==> config.mk <==
export PLATFORM = sky130hd
export DESIGN_NAME = multiphase_clkgen
export DESIGN_NICKNAME = d
export VERILOG_FILES = /design/src/rtl/multiphase_clkgen.sv
export SDC_FILE = /design/constraint.sdc
export NUM_CORES = 1
export LEC_CHECK = 0
export BUFFER_PORTS_ARGS = -buffer_cell sky130_fd_sc_hd__buf_2
export CAP_MARGIN = 25
export CORE_MARGIN = 2
export CORE_UTILIZATION = 55
export DETAILED_ROUTE_END_ITERATION = 8
export PLACE_DENSITY = 0.79
export SETUP_SLACK_MARGIN = 0.02
export SYNTH_ARGS = -nofsm -noshare
export SYNTH_HDL_FRONTEND = slang
export SYNTH_SLANG_ARGS = --single-unit
==> constraint.sdc <==
create_clock -name clk -period 2.85 [get_ports clk]
set_input_delay 0.57 -clock clk [delete_from_list [all_inputs] [get_ports clk]]
set_output_delay 0.57 -clock clk [all_outputs]
set_load 0.02 [all_outputs]
==> src/rtl/multiphase_clkgen.sv <==
`timescale 1ns/1ps
// multiphase_clkgen
//
// Derives NPHASE non-overlapping phase clocks from one master clock. Each
// phase is held high for HIGH_CYC cycles. It is followed by GAP_CYC cycles
// with every phase low. Phases run in order 0..NPHASE-1, and that order
// repeats while enable is held. An optional period limit stops generation
// and raises a sticky done flag.
//
// Ports
//   clk          master clock, rising edge
//   reset        synchronous, active-high
//   enable       run request; a stop only takes effect at the end of a GAP
//   phi          registered phase clocks, at most one bit high at a time
//   period_tick  one-cycle pulse on the final GAP cycle of the last phase
//   period_cnt   number of completed periods (wraps at 2^32)
//   busy         FSM is in HIGH or GAP
//   done         sticky, set when MAX_PERIODS periods have completed
//
// state | meaning
// ------+-----------------------------------------------------------
// IDLE  | all phases low, waiting for enable (blocked while done=1)
// HIGH  | phi[idx] high, cnt counts down the high time
// GAP   | all phases low, cnt counts down the dead time
module multiphase_clkgen #(
    parameter int NPHASE      = 2,
    parameter int HIGH_CYC    = 4,
    parameter int GAP_CYC     = 1,
    parameter int MAX_PERIODS = 0
) (
    input  logic              clk,
    input  logic              reset,
    input  logic              enable,
    output logic [NPHASE-1:0] phi,
    output logic              period_tick,
    output logic [31:0]       period_cnt,
    output logic              busy,
    output logic              done
);

    localparam int MAXC = (HIGH_CYC > GAP_CYC) ? HIGH_CYC : GAP_CYC;
    localparam int CW   = $clog2(MAXC + 1);
    localparam int IW   = $clog2(NPHASE);

    localparam logic [CW-1:0]     HIGH_LOAD = CW'(HIGH_CYC - 1);
    localparam logic [CW-1:0]     GAP_LOAD  = CW'(GAP_CYC - 1);
    localparam logic [IW-1:0]     LAST_IDX  = IW'(NPHASE - 1);
    localparam logic [NPHASE-1:0] PHI0      = NPHASE'(1);
    localparam logic [31:0]       MAX_P     = 32'(MAX_PERIODS);
    localparam logic              GAP_ONE   = (GAP_CYC == 1);

    typedef enum logic [1:0] {
        IDLE = 2'd0,
        HIGH = 2'd1,
        GAP  = 2'd2
    } state_t;

    state_t          state;
    logic [IW-1:0]   idx;
    logic [CW-1:0]   cnt;

    logic            last_phase;
    logic [IW-1:0]   nxt_idx;
    logic [31:0]     period_next;
    logic            limit_hit;

    assign last_phase  = (idx == LAST_IDX);
    assign nxt_idx     = last_phase ? '0 : idx + IW'(1);
    assign period_next = period_cnt + 32'd1;
    // Only meaningful when the period is closing; MAX_P=0 means unlimited.
    assign limit_hit   = (MAX_P != 32'd0) && (period_next == MAX_P);

    always_ff @(posedge clk) begin
        if (reset) begin
            state       <= IDLE;
            idx         <= '0;
            cnt         <= '0;
            phi         <= '0;
            period_tick <= 1'b0;
            period_cnt  <= 32'd0;
            busy        <= 1'b0;
            done        <= 1'b0;
        end else begin
            period_tick <= 1'b0;
            case (state)
                IDLE: begin
                    if (enable && !done) begin
                        state <= HIGH;
                        idx   <= '0;
                        cnt   <= HIGH_LOAD;
                        phi   <= PHI0;
                        busy  <= 1'b1;
                    end
                end

                HIGH: begin
                    if (cnt == '0) begin
                        state <= GAP;
                        cnt   <= GAP_LOAD;
                        phi   <= '0;
                        // A single-cycle gap is itself the last cycle of the period.
                        period_tick <= last_phase && GAP_ONE;
                    end else begin
                        cnt <= cnt - CW'(1);
                    end
                end

                GAP: begin
                    if (cnt != '0) begin
                        cnt <= cnt - CW'(1);
                        // Registered tick: raise it for the cycle where cnt will be 0.
                        period_tick <= last_phase && (cnt == CW'(1));
                    end else begin
                        if (last_phase) begin
                            period_cnt <= period_next;
                        end
                        if (last_phase && limit_hit) begin
                            state <= IDLE;
                            idx   <= '0;
                            busy  <= 1'b0;
                            done  <= 1'b1;
                        end else if (!enable) begin
                            state <= IDLE;
                            idx   <= '0;
                            busy  <= 1'b0;
                        end else begin
                            state <= HIGH;
                            idx   <= nxt_idx;
                            cnt   <= HIGH_LOAD;
                            phi   <= PHI0 << nxt_idx;
                        end
                    end
                end

                default: begin
                    state <= IDLE;
                    idx   <= '0;
                    cnt   <= '0;
                    phi   <= '0;
                    busy  <= 1'b0;
                end
            endcase
        end
    end

endmodule

==> summary.txt, run 1 <==
synthesis-stage register bit count: 42
Storage cell area: 841 um^2
# diodes: 0
Post-DRT Antenna Nets: 0
filler instances: 348
status: finished, final reports clean
slew of the pin with the lowest slew margin: 0.769 ns
global-route wire length before repair: 7820 um
ys flop type: dfxtp_1
Clock Tree Root: clkbuf_8
Critical path origin: state[0]
Synth Area per Inst: 8.37 um^2
Worst Hold Depth: 2
setup ws final: 0.654 ns
final worst-path cycle share: 77.1%
DR iter-0 viols: 126
FF-to-FF path depth: 6
clock buffer depth: 2
max-slew violation count: 0
Worst VDD drop: 247 uV
RSZ-0062 raised after global routing: false
worst-path fanout max: 11
critical path depth in cells: 6
Die X: 67.1 um
IO Port Bufs: 38
final hold viol count: 0
grt ovf: 0
Setup Fix Bufs, Post-CTS: 0
Fin Clk Skew: 0.00595 ns
delay-heaviest family, CP: simple AND/OR/NAND/NOR gates
CP endpoint kind: register
share of the synthesized area in the top cell type: 38.4%
setup TNS: 0 ns
CTS resizes: 0
Pleak: 0.956 nW
Die Y: 67.1 um
routability cong.: 0.798
async set-reset flop share out of synthesis: 0%
Cell Area, Synth: 0.00219 mm^2
num rows: 22
CTS Buf Count: 5
Post-CTS Hold Fix Bufs: 0
first-pass detailed-route iteration total: 4
ratio of cells with drive above 1 in the final layout: 23.5%
Synth area leader: dfxtp_1
library cells used by synthesis: 49
Mapped Nets: 270
slowest cell on the critical path: or4_2
hold path start: phi[1]
clk slew on worst S/H paths: 0.08 ns
DP Wirelength: 3210 um
pin count of the biggest net entering global routing: 45
Worst setup SP type: register
H-tree lvl count: 2
initial core utilization: 58.6%
Tot Pwr: 1.15 mW
Power per Cell Area: 470 mW/mm^2
initial antenna violation count: 0
Gate Count Post-Synth: 262
non-filler cells in the finished layout: 342
DRC: 0
Die ar.: 0.00451 mm^2
Post-synth EDFFs: 0
critical path required time: 3.08 ns
worst hold path class: reg -> reg
WL/cell: 13.9 um
critical path class: reg -> reg
area grow syn2layout: 11.9%
core area: 0.00374 mm^2
area occupied by multi-input gates: 0.00121 mm^2
max_slew headroom: 48.7%
setup violators final: 0
Placed Cells incl. Taps: 334
Max-Cap Viols: 0
Area contributors post-synth: dfxtp_1 38%, a21oi_1 5.5%, nor2_1 4.3%, o21ai_0 4.1%, ha_1 2.9%
CP peak stage delay: 0.68 ns
R2R Path Start: state[0]
nets: 301
CTS tree: done
all-layer global routing usage: 22.9%
Clk Latency, worst-skew pair: 0.30 ns
Post-Place Worst Slack: 0.640 ns
io pins: 40
Buf/Inv on CP: 1
Fmax: 455 MHz
Cell Chain, Critical Path: inv_1, ha_1, and4_2, nand4_1, or4_2, a21oi_1
Ys Warns: 0
WL final: 4760 um
vias post-DR: 2026
vias per cell: 5.92
CP arrival: 2.42 ns
Num Clock Sinks: 42
sequential area share after synthesis: 38.4%
number of global-route vias before repair: 1717
Tmin final: 2.20 ns
registers in the layout, indices dropped and copies added (netlist names):
signal / cells
cnt: 3
busy: 1
idx: 1
state: 2
period_cnt: 32
period_tick: 1
phi: 2
metal layers:
layer / vias to the layer above / wire, um / GRT usage [%]
li1: 1013 / - / -
met1: 956 / 2340 / 31.1
met2: 51 / 2140 / 35.3
met3: 6 / 221 / 6.00
met4: 0 / 63 / 7.65
met5: - / 0 / 0
worst min-delay path, stage by stage (launching register included):
cell and delay [ns]:
dfxtp_1 0.33, mux2i_1 0.06, nor2_1 0.08
logic make-up after synthesis:
group / Yosys count / synth area share (%)
simple gates: 109 / 28.3
compound gates: 62 / 17.0
flops: 42 / 38.4
buf+inv: 27 / 6.39
xor+xnor: 10 / 4.00
mux: 6 / 2.97
fa+ha+maj: 5 / 2.85
other cells: 1 / 0.171
synthesized netlist by cell type, drive strengths merged (2+ instances only):
master  count
dfxtp      42
nor2       25
a21oi      24
o21ai      18
nand2      13
clkbuf     12
nand3      12
inv        10
or3        10
nand4       9
or4         7
o31ai       6
xor2        6
and3        5
buf         5
ha          5
nor3        5
or2         5
mux2        4
nor2b       4
xnor2       4
and4        3
nor4        3
o311ai      3
o41ai       3
and2        2
mux2i       2
nor4b       2
o32ai       2
final cells by class:
type	instances	share of cell area, %
clock buffers	7	3.52
repair buffers	41	8.67
inverters	10	1.53
clock inverters	1	0.204
well taps	48	2.45
multi-input cells	193	49.4
flip-flops and latches	42	34.3
path summary, 6_finish.rpt:
check / to / slack [ns]
max reg2reg: period_cnt[18] / 0.65
max: period_cnt[18] / 0.65
min reg2reg: phi[1] / 0.50
min: phi[1] / 0.50
power by group:
group / switching, mW / internal (mW) / total (mW)
registers: 0.0229 / 0.601 / 0.623
logic: 0.0813 / 0.0488 / 0.130
clock network: 0.204 / 0.196 / 0.399
total: 0.308 / 0.845 / 1.15
stage by stage:
step           util, %  cell area [um^2]  hold slack, ns
2_1_floorplan        -              2190           0.487
3_3_place_gp      63.1              2360           0.475
3_5_place_dp      63.1              2360           0.492
4_1_cts           65.5              2450           0.504
5_1_grt           65.5              2450           0.531
6_report          65.5              2450           0.501
placed cells by master, fill, tap and decap left out, types with 6 or more instances in the layout:
| master | n |
|---|---|
| nor2_1 | 25 |
| nand2_1 | 13 |
| xor2_1 | 6 |
| clkbuf_8 | 6 |
| inv_1 | 10 |
| a21oi_1 | 24 |
| o31ai_1 | 6 |
| or3_1 | 8 |
| nand3_1 | 12 |
| o21ai_0 | 18 |
| dfxtp_1 | 42 |
| buf_2 | 38 |
| nand4_1 | 8 |
Note: power is estimated with default switching activity, not from simulation.
==> run 2, diff against run 1 <==
CORE_UTILIZATION = 50   (was 55)
PLACE_DENSITY = 0.76   (was 0.79)
clock period = 1.9 ns   (was 2.85 ns; I/O delays follow)
==> run 2 against run 1 <==
Compared with the run above:
- clock skew up 0.0065 ns
- critical path depth is 1 higher
- global-route usage is 1.1 points lower
- combinational power rose by 110%
- utilization fell by 0.22 points
- critical path type unchanged
- sequential power up 47%
- first-iteration DRC count grew 6.3%
==> summary.txt, run 2 (synthesis gave the netlist of run 1 again) <==
critical path required time: 2.12 ns (-0.96 ns)
IO Port Bufs: 38 (unchanged)
critical path class: reg -> reg
DRC: 0 (unchanged)
Final Cell Area: 0.00281 mm^2 (+14%)
Max-Cap Viols: 0 (unchanged)
setup ws final: 0.0437 ns (-0.610 ns)
worst-path fanout max: 15 (+4)
# diodes: 0 (unchanged)
Die X: 70.2 um (+4.6%)
vias post-DR: 2144 (+5.8%)
clk slew on worst S/H paths: 0.08 ns (about the same)
Tmin final: 1.86 ns (-0.340 ns)
Tot Pwr: 1.73 mW (+50%)
Clk Latency, worst-skew pair: 0.29 ns (about the same)
status: finished, final reports clean
Die ar.: 0.00493 mm^2 (+9.4%)
setup TNS: 0 ns (unchanged)
first-pass detailed-route iteration total: 4 (unchanged)
CTS Buf Count: 5 (unchanged)
routability cong.: 0.824 (+3.2%)
Internal Power: 1.26 mW (+49%)
num rows: 24 (+9.1%)
most common cell after layout, fill and taps aside: buf_2
worst hold path class: in -> reg
Area after DPL: 0.00266 mm^2 (+12%)
final worst-path cycle share: 97.7% (+21 points)
pin count of the biggest net entering global routing: 23 (-49%)
Worst setup SP type: register
ratio of cells with drive above 1 in the final layout: 38.5% (+15 points)
setup violators final: 0 (unchanged)
WL final: 5140 um (+8.0%)
CTS tree: done
Fmax: 539 MHz (+18%)
Clk pwr share: 31.5% (-3.1 points)
clock buffer depth: 2 (unchanged)
vias per cell: 5.66 (-4.5%)
Post-Place Worst Slack: -0.151 ns (-0.791 ns)
DR iter-0 viols: 134 (+6.3%)
max reg flops: 32 (unchanged)
number of global-route vias before repair: 2086 (+21%)
initial antenna violation count: 0 (unchanged)
H-tree lvl count: 2 (unchanged)
Die Y: 70.2 um (+4.6%)
core area: 0.00429 mm^2 (+15%)
WL/cell: 13.6 um (-2.5%)
Reg power frac: 52.8% (-1.3 points)
non-filler cells in the finished layout: 379 (+11%)
biggest regs: period_cnt: 32 flops, cnt: 3 flops
share of total power in combinational logic: 15.7% (+4.4 points)
final hold viol count: 0 (unchanged)
Pleak: 1.14 nW (+20%)
Worst VDD drop: 358 uV (+45%)
CP arrival: 2.07 ns (-0.35 ns)
most frequent cells in the layout: 38 x buf_2, 34 x buf_4, 29 x dfxtp_1
NetSw: 0.472 mW (+53%)
Power per Cell Area: 618 mW/mm^2 (+32%)
global-route wire length before repair: 8970 um (+15%)
Placed Cells incl. Taps: 370 (+11%)
grt ovf: 0 (unchanged)
Num Clock Sinks: 42 (unchanged)
Post-DRT Antenna Nets: 0 (unchanged)
max-slew violation count: 0 (unchanged)
RSZ-0062 raised after global routing: true
io pins: 40 (unchanged)
Clock Tree Root: clkbuf_8
initial core utilization: 51.0% (-7.5 points)
Post-CTS Hold Fix Bufs: 0 (unchanged)
area grow syn2layout: 28.0%
all-layer global routing usage: 21.8% (-1.1 points)
DP Wirelength: 3780 um (+18%)
Fin Clk Skew: 0.0125 ns (+0.00651 ns)
filler instances: 369 (+6.0%)
Largest Register: period_cnt
switching fraction of total power: 27.2% (+0.52 points)
CP endpoint kind: register
nets: 334 (+11%)
## run 2: cell count changes in the layout (fill, tap and decap cells not counted), moves of 3 or more
cell	before	now
dfxtp_2	0	9
dfxtp_1	42	29
dfxtp_4	0	4
buf_4	3	34
o311ai_0	3	0
## run 2: area by class of cell
type / instances / area, um^2 / area share (%)
clock inverter: 2 / 10.0 / 0.357
timing repair buffer: 74 / 468 / 16.7
multi-input combinational: 193 / 1280 / 45.8
clock buffer: 6 / 72.6 / 2.59
inverter: 10 / 37.5 / 1.34
tap: 52 / 65.1 / 2.32
sequential: 42 / 867 / 30.9
## run 2: per-layer routing
layer	global-route usage [%]	wire (um)
met1	28.1	2360
met2	37.8	2560
met3	3.03	190
met4	6.84	31
met5	0	0
## run 2: path summary, 6_finish.rpt
path,slack [ns],from,end,cells past startpoint
setup reg to reg,0.04,state[0],period_cnt[18],7
hold reg to reg,0.49,period_cnt[31],period_cnt[31],2
setup / recovery,0.04,state[0],period_cnt[18],7
hold / removal,0.44,enable,state[0],3
## run 2: power by group through the flow
| stage | logic, mW | clock network [mW] | registers, mW |
|---|---|---|---|
| 2_1_floorplan | 0.175 | 0 | 0.938 |
| 3_5_place_dp | 0.262 | 0 | 0.935 |
| 4_1_cts | 0.266 | 0.562 | 0.916 |
| 5_1_grt | 0.301 | 0.591 | 0.919 |
| 6_report | 0.272 | 0.546 | 0.916 |
| 3_3_place_gp | 0.256 | 0 | 0.934 |
## run 2: repair_timing
action	CTS	global route
gates cloned	0	0
setup buffers	0	1
resized for setup	5	11
setup endpoints to repair	14	13
pin swaps	1	0
## run 2: worst max-delay path, cell delays in order (launching register included)
cell,delay [ns]
dfxtp_1,0.33
inv_2,0.08
ha_4,0.16
and4_2,0.24
nand4_1,0.11
buf_6,0.17
or4_2,0.54
a21oi_1,0.16
## run 2: metrics by stage
step | hold slack (ns) | util [%]
4_1_cts | 0.435 | 64.2
3_5_place_dp | 0.484 | 61.9
2_1_floorplan | 0.487 | -
6_report | 0.440 | 65.3
3_3_place_gp | 0.476 | 61.9
5_1_grt | 0.455 | 65.3
